$ cat src/rtl/ps2_key_decoder.sv
// PS/2 keyboard receiver: conditions the PS/2 lines, validates frames, tracks F0/E0 prefixes,
// keeps a held-key bitmap and queues make/break events in a first-word-fall-through FIFO.
module ps2_key_decoder #(
    parameter int FILTER_LEN      = 4,
    parameter int TIMEOUT_CYCLES  = 50000,
    parameter int FIFO_DEPTH      = 8,
    parameter bit PASS_ALL        = 1'b0,
    parameter bit SUPPRESS_REPEAT = 1'b1
) (
    input  logic        clk,
    input  logic        reset,
    input  logic        ps2_clk,
    input  logic        ps2_data,
    output logic        ev_valid,
    input  logic        ev_ready,
    output logic [15:0] ev_data,
    output logic [3:0]  ev_key_id,
    output logic [10:0] key_held,
    output logic [7:0]  frame_err_count,
    output logic        overflow
);
    localparam int AW = $clog2(FIFO_DEPTH);
    localparam int TW = $clog2(TIMEOUT_CYCLES + 1);
    localparam logic [3:0]    FLEN_M1  = 4'(FILTER_LEN - 1);
    localparam logic [TW-1:0] TMO_LAST = TW'(TIMEOUT_CYCLES - 1);

    typedef enum logic [1:0] {S_IDLE, S_RECV, S_STOP} state_t;

    function automatic logic [7:0] sat_inc(input logic [7:0] v);
        return (v == 8'hFF) ? v : v + 8'd1;
    endfunction

    function automatic logic [3:0] map_key(input logic ext, input logic [7:0] code);
        logic [3:0] id;
        case ({ext, code})
            9'h01C:  id = 4'd1;
            9'h023:  id = 4'd2;
            9'h01D:  id = 4'd3;
            9'h01B:  id = 4'd4;
            9'h029:  id = 4'd5;
            9'h05A:  id = 4'd6;
            9'h076:  id = 4'd7;
            9'h16B:  id = 4'd8;
            9'h174:  id = 4'd9;
            9'h175:  id = 4'd10;
            9'h172:  id = 4'd11;
            default: id = 4'd0;
        endcase
        return id;
    endfunction

    // ---- Synchroniser and glitch filter ----
    logic [1:0] clk_sync_q;
    logic [1:0] data_sync_q;
    logic       filt_clk_q;
    logic [3:0] filt_cnt_q;
    logic       strobe_q;
    logic       flip_d;
    logic       sdata;

    assign sdata  = data_sync_q[1];
    assign flip_d = (clk_sync_q[1] != filt_clk_q) && (filt_cnt_q == FLEN_M1);

    always_ff @(posedge clk or posedge reset) begin
        if (reset) begin
            clk_sync_q  <= 2'b11;
            data_sync_q <= 2'b11;
            filt_clk_q  <= 1'b1;
            filt_cnt_q  <= 4'd0;
            strobe_q    <= 1'b0;
        end else begin
            clk_sync_q  <= {clk_sync_q[0], ps2_clk};
            data_sync_q <= {data_sync_q[0], ps2_data};
            strobe_q    <= flip_d && filt_clk_q;
            if (clk_sync_q[1] == filt_clk_q) begin
                filt_cnt_q <= 4'd0;
            end else if (flip_d) begin
                filt_clk_q <= ~filt_clk_q;
                filt_cnt_q <= 4'd0;
            end else begin
                filt_cnt_q <= filt_cnt_q + 4'd1;
            end
        end
    end

    // ---- Frame FSM (strobe cycle E -> byte_ok_q at E+1) ----
    state_t        state_q;
    logic [3:0]    bit_cnt_q;
    logic [7:0]    shift_q;
    logic          par_q;
    logic [TW-1:0] tmo_q;
    logic          byte_ok_q;
    logic          frame_bad_q;
    logic [7:0]    byte_q;
    logic [7:0]    err_q;

    always_ff @(posedge clk or posedge reset) begin
        if (reset) begin
            state_q     <= S_IDLE;
            bit_cnt_q   <= 4'd0;
            shift_q     <= 8'd0;
            par_q       <= 1'b0;
            tmo_q       <= '0;
            byte_ok_q   <= 1'b0;
            frame_bad_q <= 1'b0;
            byte_q      <= 8'd0;
            err_q       <= 8'd0;
        end else begin
            byte_ok_q   <= 1'b0;
            frame_bad_q <= 1'b0;
            case (state_q)
                S_IDLE: begin
                    if (strobe_q && !sdata) begin
                        state_q   <= S_RECV;
                        bit_cnt_q <= 4'd0;
                        tmo_q     <= '0;
                    end
                end
                S_RECV, S_STOP: begin
                    if (strobe_q) begin
                        tmo_q <= '0;
                        if (state_q == S_RECV) begin
                            bit_cnt_q <= bit_cnt_q + 4'd1;
                            if (bit_cnt_q < 4'd8) begin
                                shift_q <= {sdata, shift_q[7:1]};
                            end else begin
                                par_q   <= sdata;
                                state_q <= S_STOP;
                            end
                        end else begin
                            // Odd parity over data+parity, and the stop bit must be high.
                            if ((^{shift_q, par_q}) && sdata) begin
                                byte_ok_q <= 1'b1;
                                byte_q    <= shift_q;
                            end else begin
                                frame_bad_q <= 1'b1;
                                err_q       <= sat_inc(err_q);
                            end
                            state_q <= S_IDLE;
                        end
                    end else if (tmo_q == TMO_LAST) begin
                        state_q <= S_IDLE;
                    end else begin
                        tmo_q <= tmo_q + 1'b1;
                    end
                end
                default: state_q <= S_IDLE;
            endcase
        end
    end

    // ---- Prefix tracking and key mapping (E+1 -> E+2) ----
    logic       ext_q;
    logic       brk_q;
    logic       cm_valid_q;
    logic       cm_brk_q;
    logic       cm_ext_q;
    logic [7:0] cm_code_q;
    logic [3:0] cm_id_q;

    always_ff @(posedge clk or posedge reset) begin
        if (reset) begin
            ext_q      <= 1'b0;
            brk_q      <= 1'b0;
            cm_valid_q <= 1'b0;
            cm_brk_q   <= 1'b0;
            cm_ext_q   <= 1'b0;
            cm_code_q  <= 8'd0;
            cm_id_q    <= 4'd0;
        end else begin
            cm_valid_q <= 1'b0;
            if (frame_bad_q) begin
                ext_q <= 1'b0;
                brk_q <= 1'b0;
            end else if (byte_ok_q) begin
                if (byte_q == 8'hE0) begin
                    ext_q <= 1'b1;
                end else if (byte_q == 8'hF0) begin
                    brk_q <= 1'b1;
                end else begin
                    cm_valid_q <= 1'b1;
                    cm_brk_q   <= brk_q;
                    cm_ext_q   <= ext_q;
                    cm_code_q  <= byte_q;
                    cm_id_q    <= map_key(ext_q, byte_q);
                    ext_q      <= 1'b0;
                    brk_q      <= 1'b0;
                end
            end
        end
    end

    // ---- Commit: held bitmap and FIFO push (E+2 -> E+3) ----
    logic [10:0] held_q;
    logic        mapped;
    logic        held_hit;
    logic        push;

    assign mapped   = (cm_id_q != 4'd0);
    assign held_hit = mapped && held_q[cm_id_q - 4'd1];
    assign push     = cm_valid_q && (mapped || PASS_ALL)
                      && !(SUPPRESS_REPEAT && !cm_brk_q && held_hit);

    always_ff @(posedge clk or posedge reset) begin
        if (reset) begin
            held_q <= 11'd0;
        end else if (cm_valid_q && mapped) begin
            held_q[cm_id_q - 4'd1] <= !cm_brk_q;
        end
    end

    logic [AW:0] wr_q;
    logic [AW:0] rd_q;
    logic [15:0] data_mem [FIFO_DEPTH];
    logic [3:0]  id_mem   [FIFO_DEPTH];
    logic        ovf_q;
    logic        empty;
    logic        full;
    logic        pop;
    logic        do_push;

    assign empty   = (wr_q == rd_q);
    assign full    = (wr_q[AW] != rd_q[AW]) && (wr_q[AW-1:0] == rd_q[AW-1:0]);
    assign pop     = !empty && ev_ready;
    // A full FIFO still accepts a push when the head leaves in the same cycle.
    assign do_push = push && (!full || pop);

    always_ff @(posedge clk or posedge reset) begin
        if (reset) begin
            wr_q  <= '0;
            rd_q  <= '0;
            ovf_q <= 1'b0;
        end else begin
            if (do_push) wr_q <= wr_q + 1'b1;
            if (pop)     rd_q <= rd_q + 1'b1;
            if (push && !do_push) ovf_q <= 1'b1;
        end
    end

    always_ff @(posedge clk) begin
        if (do_push) begin
            data_mem[wr_q[AW-1:0]] <= {cm_brk_q, 6'd0, cm_ext_q, cm_code_q};
            id_mem[wr_q[AW-1:0]]   <= cm_id_q;
        end
    end

    assign ev_valid        = !empty;
    assign ev_data         = empty ? 16'd0 : data_mem[rd_q[AW-1:0]];
    assign ev_key_id       = empty ? 4'd0  : id_mem[rd_q[AW-1:0]];
    assign key_held        = held_q;
    assign frame_err_count = err_q;
    assign overflow        = ovf_q;

endmodule

$ cat config.mk
export PLATFORM = sky130hd
export DESIGN_NAME = ps2_key_decoder
export DESIGN_NICKNAME = d
export VERILOG_FILES = /design/src/rtl/ps2_key_decoder.sv
export SDC_FILE = /design/constraint.sdc
export NUM_CORES = 1
export LEC_CHECK = 0
export CAP_MARGIN = 20
export CORE_ASPECT_RATIO = 0.75
export CORE_MARGIN = 3
export CORE_UTILIZATION = 30
export DETAILED_ROUTE_END_ITERATION = 8
export DONT_BUFFER_PORTS = 1
export GPL_ROUTABILITY_DRIVEN = 0
export SETUP_SLACK_MARGIN = 0.3
export SYNTH_ARGS = -nofsm -noshare
export SYNTH_HDL_FRONTEND = slang
export SYNTH_SLANG_ARGS = --single-unit
$ cat constraint.sdc
create_clock -name clk -period 12.3 [get_ports clk]
set_input_delay 2.46 -clock clk [delete_from_list [all_inputs] [get_ports clk]]
set_output_delay 2.46 -clock clk [all_outputs]
set_load 0.005 [all_outputs]
======== Yosys cells after proc, flatten, opt, wreduce, memory -nomap -nowiden ========
Memory sizes are Yosys's and may differ from the RTL's.
Cells that the tools add are included.
word-level totals
  memories kept ........................... 2
  bits in writable memories ............... 112
  input bits .............................. 5
  bits in registers ....................... 96
  output and inout bits ................... 41
memories
  name      depth  width  read ports  clocked after memory_dff  wr ports  RTL line  RTL
  data_mem  8      10     1           0                         1         214       logic [15:0] data_mem [FIFO_DEPTH];
  id_mem    8      4      1           0                         1         215       logic [3:0] id_mem [FIFO_DEPTH];
cells by class
  reduce and logical (&&, ||, !) cells .... 37
  eq/ne operators ......................... 31
  add/sub/neg operators ................... 7
  muxes and demuxes ....................... 46
  $lt $le $gt $ge ......................... 3
  bitwise logic cells ..................... 9
operators with widths
  operator               number
  $mux 16                4
  $pmux 4 s11            1
  $eq 9x9->1 const B     4
  $pmux 16 s2            1
  $eq 9x5->1 const B     3
  $eq 8x8->1 const B     3
  $mux 1                 24
  $mux 4                 6
  $reduce_and 4->1       5
  $eq 9x6->1 const B     2
  $eq 9x7->1 const B     2
  $add 16x1->16 const B  1
  $add 4x1->4 const B    4
  $eq 16x16->1 const B   1
  $logic_and 1x1->1      13
  $bwmux 11              1
  $mux 2                 5
  $ne 3x3->1 const B     3
  $not 1->1              9
  $reduce_xor 9->1       1
  $add 8x1->8 const B    1
  $ne 2x2->1 const B     4
  $pmux 4 s2             1
  $logic_not 1->1        6
  23 further kinds       28

======== Longest topological paths before layout ========
  depth in word-level cells ............... 10
  mapped depth ............................ 9

======== Least setup slack after synthesis ========
No wires, ideal clock.
  kind .................................... input port to flip-flop
  start ................................... in ev_ready
  end ..................................... mem data_mem[2][0] (netlist bit) (enable)
  path buffers ............................ 0
  stages on the path ...................... 4
  slack ................................... 7424 ps
  arrival ................................. 4454 ps
  required time ........................... 11878 ps
  cells stage by stage .................... or3_1 nand3_1 nor2_2 nor4bb_1
between the ends
  cells in the longest elaborated chain, start to end .. 5
ends and longest elaborated chain
  what                          RTL line  RTL
  start, declared               15        input logic ev_ready,
  $logic_and 1x1->1             224       assign pop = !empty && ev_ready;
  $logic_or 1x1->1              226       assign do_push = push && (!full || pop);
  $logic_and 1x1->1             226
  $mux 1                        241       if (do_push) begin
  $mux 1 (not written as such)  242       data_mem[wr_q[AW-1:0]] <= {cm_brk_q, 6'd0, cm_ext_q, cm_code_q};
  end, declared                 214
Every way passes these cells.

======== Worst setup path in the final report ========
  start ................................... reg rd_q[2]
  end ..................................... out ev_data[6]
between the ends
  cells in the longest elaborated chain, start to end .. 2
  elaborated cells between the ends (all ways) .. 3
ends and longest elaborated chain
  what                                        RTL line  RTL
  start, declared                             213       logic [AW:0] rd_q;
  start signal, assigned                      235       if (pop) rd_q <= rd_q + 1'b1;
  $mem_v2 8x10 or $eq 4x4->1 (tied branches)  --
  $mux 16 *                                   248       assign ev_data = empty ? 16'd0 : data_mem[rd_q[AW-1:0]];
  end, declared                               16        output logic [15:0] ev_data,
Mark *: on every way between the ends. The rest lies on a longest branch, timed or not.

==> results.tsv <==
stage	metric	value	unit
outcome	status	finished clean	
synth	mapped cell area	0.00906	mm2
timing	Slew Viols, Final	0	
global_route	largest net degree at the start of global routing	71	
timing	maximum clock frequency	0.208	GHz
route	DR iter-0 viols	323	
setup_path	CP Data Required Time	9.84	ns
synth	sequential share of the synthesized area	0.637	
power	Max rail drop VDD	0.0908	mV
synth	top-area cell type share of the netlist area	0.371	
global_route	initial antenna violation count	0	
die	# IOs	46	
die	Initial Util	0.308	
clocking	Resized cells post-CTS	0	
synth	Yosys cell types	62	
run	max-cap violation count	0	
setup_path	critical path peak fanout	17	
timing	Slew headroom	0.299	
placed_design	number of port buffers	0	
setup_path	Worst path max stage delay	1.00	ns
synth	post-synthesis adder-cell area fraction	0.0193	
timing	setup ws final	7.50	ns
synth	commonest cells in the netlist	112 x edfxtp_1, 91 x dfrtp_1, 52 x nor2_1	
die	die area	0.0324	mm2
route	wire length per cell	15.9	um
timing	Layout Skew	0.0159	ns
final_layout	Layout area overhead	13.1	%
synth	Synth Register Bits	208	
setup_path	Worst setup SP type	flop	
synth	post-synthesis cell count	626	
setup_path	CP max-delay cell	dfrtp_1	
timing	Final TNS setup	0	ns
clocking	TritonCTS clock tree	yes	
global_route	vias in the first global route	4892	
route	Routed WL	16.5	mm
synth	top_reg_cell synth	edfxtp_1	
setup_path	crit end category	primary output	
synth	Synth Area in XOR/XNOR	0.0407	
timing	Setup Viol. Count Final	0	
route	drt drc	0	
global_route	grt total ovfl	0	
clocking	CTS buffer count	20	
timing	Final Cycle Share	0.390	
route	ANT nets after route	0	
global_route	first-pass GRT wire length	26.9	mm
synth	Synth area leaders	edfxtp_1 37%, dfrtp_1 25%, mux4_2 7.5%	
setup_path	CP delay by family, top	flip-flops	
synth	simple-gate area share of the yosys netlist	0.108	
clocking	Post-CTS Repair Setup Buffers	0	
global_route	Total Routing Usage GR	0.104	
synth	area leader, netlist	edfxtp_1	
timing	min Tclk post-route	4.80	ns
clocking	CTS Buffer Depth	3	
power	Pwr Total	1560	uW
power	Leak	0.00417	uW
setup_path	worst path buffer plus inverter count	1	
synth	ys async rst share	0.462	
die	core area	0.0294	mm2
die	die width	207	um
route	vias per inst	4.68	
clocking	hold_buf cts	0	
final_layout	Layout fillers	2818	
synth	EDFF count, synth	112	
final_layout	nets@finish	652	
die	std cell rows	54	
clocking	Num Clock Sinks	208	
timing	Worst Tran Pin Value	1.05	ns
die	Die Ht	157	um
setup_path	kind of critical path	flop to primary output	
synth	Syn Area/Cell	14.5	um2
clocking	Clock transition at path regs	0.06	ns
placed_design	dpl cell area	0.00954	mm2
power	PwrDens	152	mW/mm2
synth	largest family of logic cells by synthesized area	multiplexers	
final_layout	n_diodes	0	
synth	area fraction in compound gates after synthesis	0.0414	
timing	unrepaired setup endpoints after global routing	no	
final_layout	share of layout cells above drive strength 1	0.185	
synth	Syn. warnings	0	
hold_path	worst hold-check path type	flop to flop	
synth	top-count cell post-synth	edfxtp_1	
clocking	worst-skew pair later-pin latency	0.49	ns
clocking	total number of H-tree levels	1	
clocking	clock root cell	clkbuf_16	
final_layout	final instance area	0.0103	mm2
setup_path	Worst Path Arrival	2.34	ns
route	DRT Pass-1 Iters	4	
timing	final hold viol count	0	
placed_design	dpl hpwl	10.5	mm
setup_path	CP Cell Sequence	xnor2_1 -> nand3_1 -> nor2b_1 -> buf_4 -> nor2_1	
placed_design	Setup WS pre-CTS	7.25	ns
route	via count	4862	
synth	post-synthesis mux area share	0.131	
## through the flow
step | std cells | util | hold WS [ns]
floorplan | 631 | - | 0.345
CTS | 1036 | 0.347 | 0.356
global route | 1039 | 0.349 | 0.364
detailed placement | 1000 | 0.325 | 0.347
global placement | 1000 | 0.325 | 0.346
finish | 1039 | 0.349 | 0.355
## routing by layer
metal / global-route usage / wire length, um
met5: 0 / 0
met1: 0.159 / 8440
met2: 0.153 / 7000
met4: 0.0221 / 214
met3: 0.0212 / 817
## worst register-to-register path, cell delays in order (launching register included)
cell       delay [ns]
dfrtp_1          0.72
inv_1            0.25
ha_1             0.31
nand2_1          0.07
o21a_1           0.14
a2bb2oi_1        0.40
o2bb2a_1         0.32
nor2_4           0.09
nor2_2           0.30
nor4bb_4         0.90
## report_power, final
part | internal, uW | switching, uW
Combinational | 79.9 | 75.6
Sequential | 746 | 35.9
Clock | 373 | 249
Total | 1200 | 361
## state kept, by name, summed over array words and instances (netlist names), 8 cells and up
signal           cells
byte_q               8
cm_code_q            8
data_mem            80
frame_err_count      8
id_mem              32
key_held            11
shift_q              8
tmo_q               16
## cells by family after synthesis
family                     count (synthesis)
AOI/OAI and AO/OA                         59
xor gates and xnor gates                  39
adders and majority gates                 14
buffers and inverters                     46
DFF                                      208
muxes                                     77
other                                      1
and+or+nand+nor                          182
## path summary, 6_finish.rpt
path	from	to	slack [ns]	depth (start not counted)
max in group asynchronous	reset	rd_q[0]$_DFFE_PP0P_	9.24	2
worst min register to register	clk_sync_q[0]$_DFF_PP1_	clk_sync_q[1]$_DFF_PP1_	0.36	0
worst max register to register	cm_id_q[0]$_DFFE_PP0P_	data_mem[4][7]$_DFFE_PP_	8.40	9
min in group asynchronous	reset	frame_err_count[3]$_DFFE_PP0P_	1.82	1
worst min-delay path	clk_sync_q[0]$_DFF_PP1_	clk_sync_q[1]$_DFF_PP1_	0.36	0
worst max-delay path	rd_q[2]$_DFFE_PP0P_	ev_data[6]	7.50	5
## cells in the final DEF (no fill, tap or decap), types with 5 or more instances in the layout
| cell | count |
|---|---|
| a21oi_1 | 14 |
| a31oi_1 | 5 |
| and3_1 | 6 |
| and4_1 | 5 |
| buf_4 | 8 |
| clkbuf_1 | 7 |
| clkbuf_16 | 20 |
| conb_1 | 6 |
| dfrtp_1 | 90 |
| dfstp_2 | 5 |
| edfxtp_1 | 112 |
| ha_1 | 14 |
| inv_1 | 15 |
| mux2_2 | 29 |
| mux2i_1 | 17 |
| mux4_2 | 30 |
| nand2_1 | 33 |
| nand2b_1 | 8 |
| nand3_1 | 25 |
| nand4_1 | 7 |
| nor2_1 | 52 |
| nor2b_1 | 7 |
| o21ai_0 | 18 |
| xnor2_1 | 15 |
| xor2_1 | 22 |
## layout make-up
class / instances / area, um2 / share of cell area
Sequential cell: 208 / 5770 / 0.563
Multi-Input combinational cell: 377 / 3160 / 0.309
Tap cell: 392 / 490 / 0.0478
Timing Repair Buffer: 10 / 91.3 / 0.00891
Clock inverter: 8 / 129 / 0.0126
Clock buffer: 28 / 541 / 0.0527
Inverter: 16 / 62.6 / 0.00610
No activity file was read; power rests on OpenSTA's default activity.
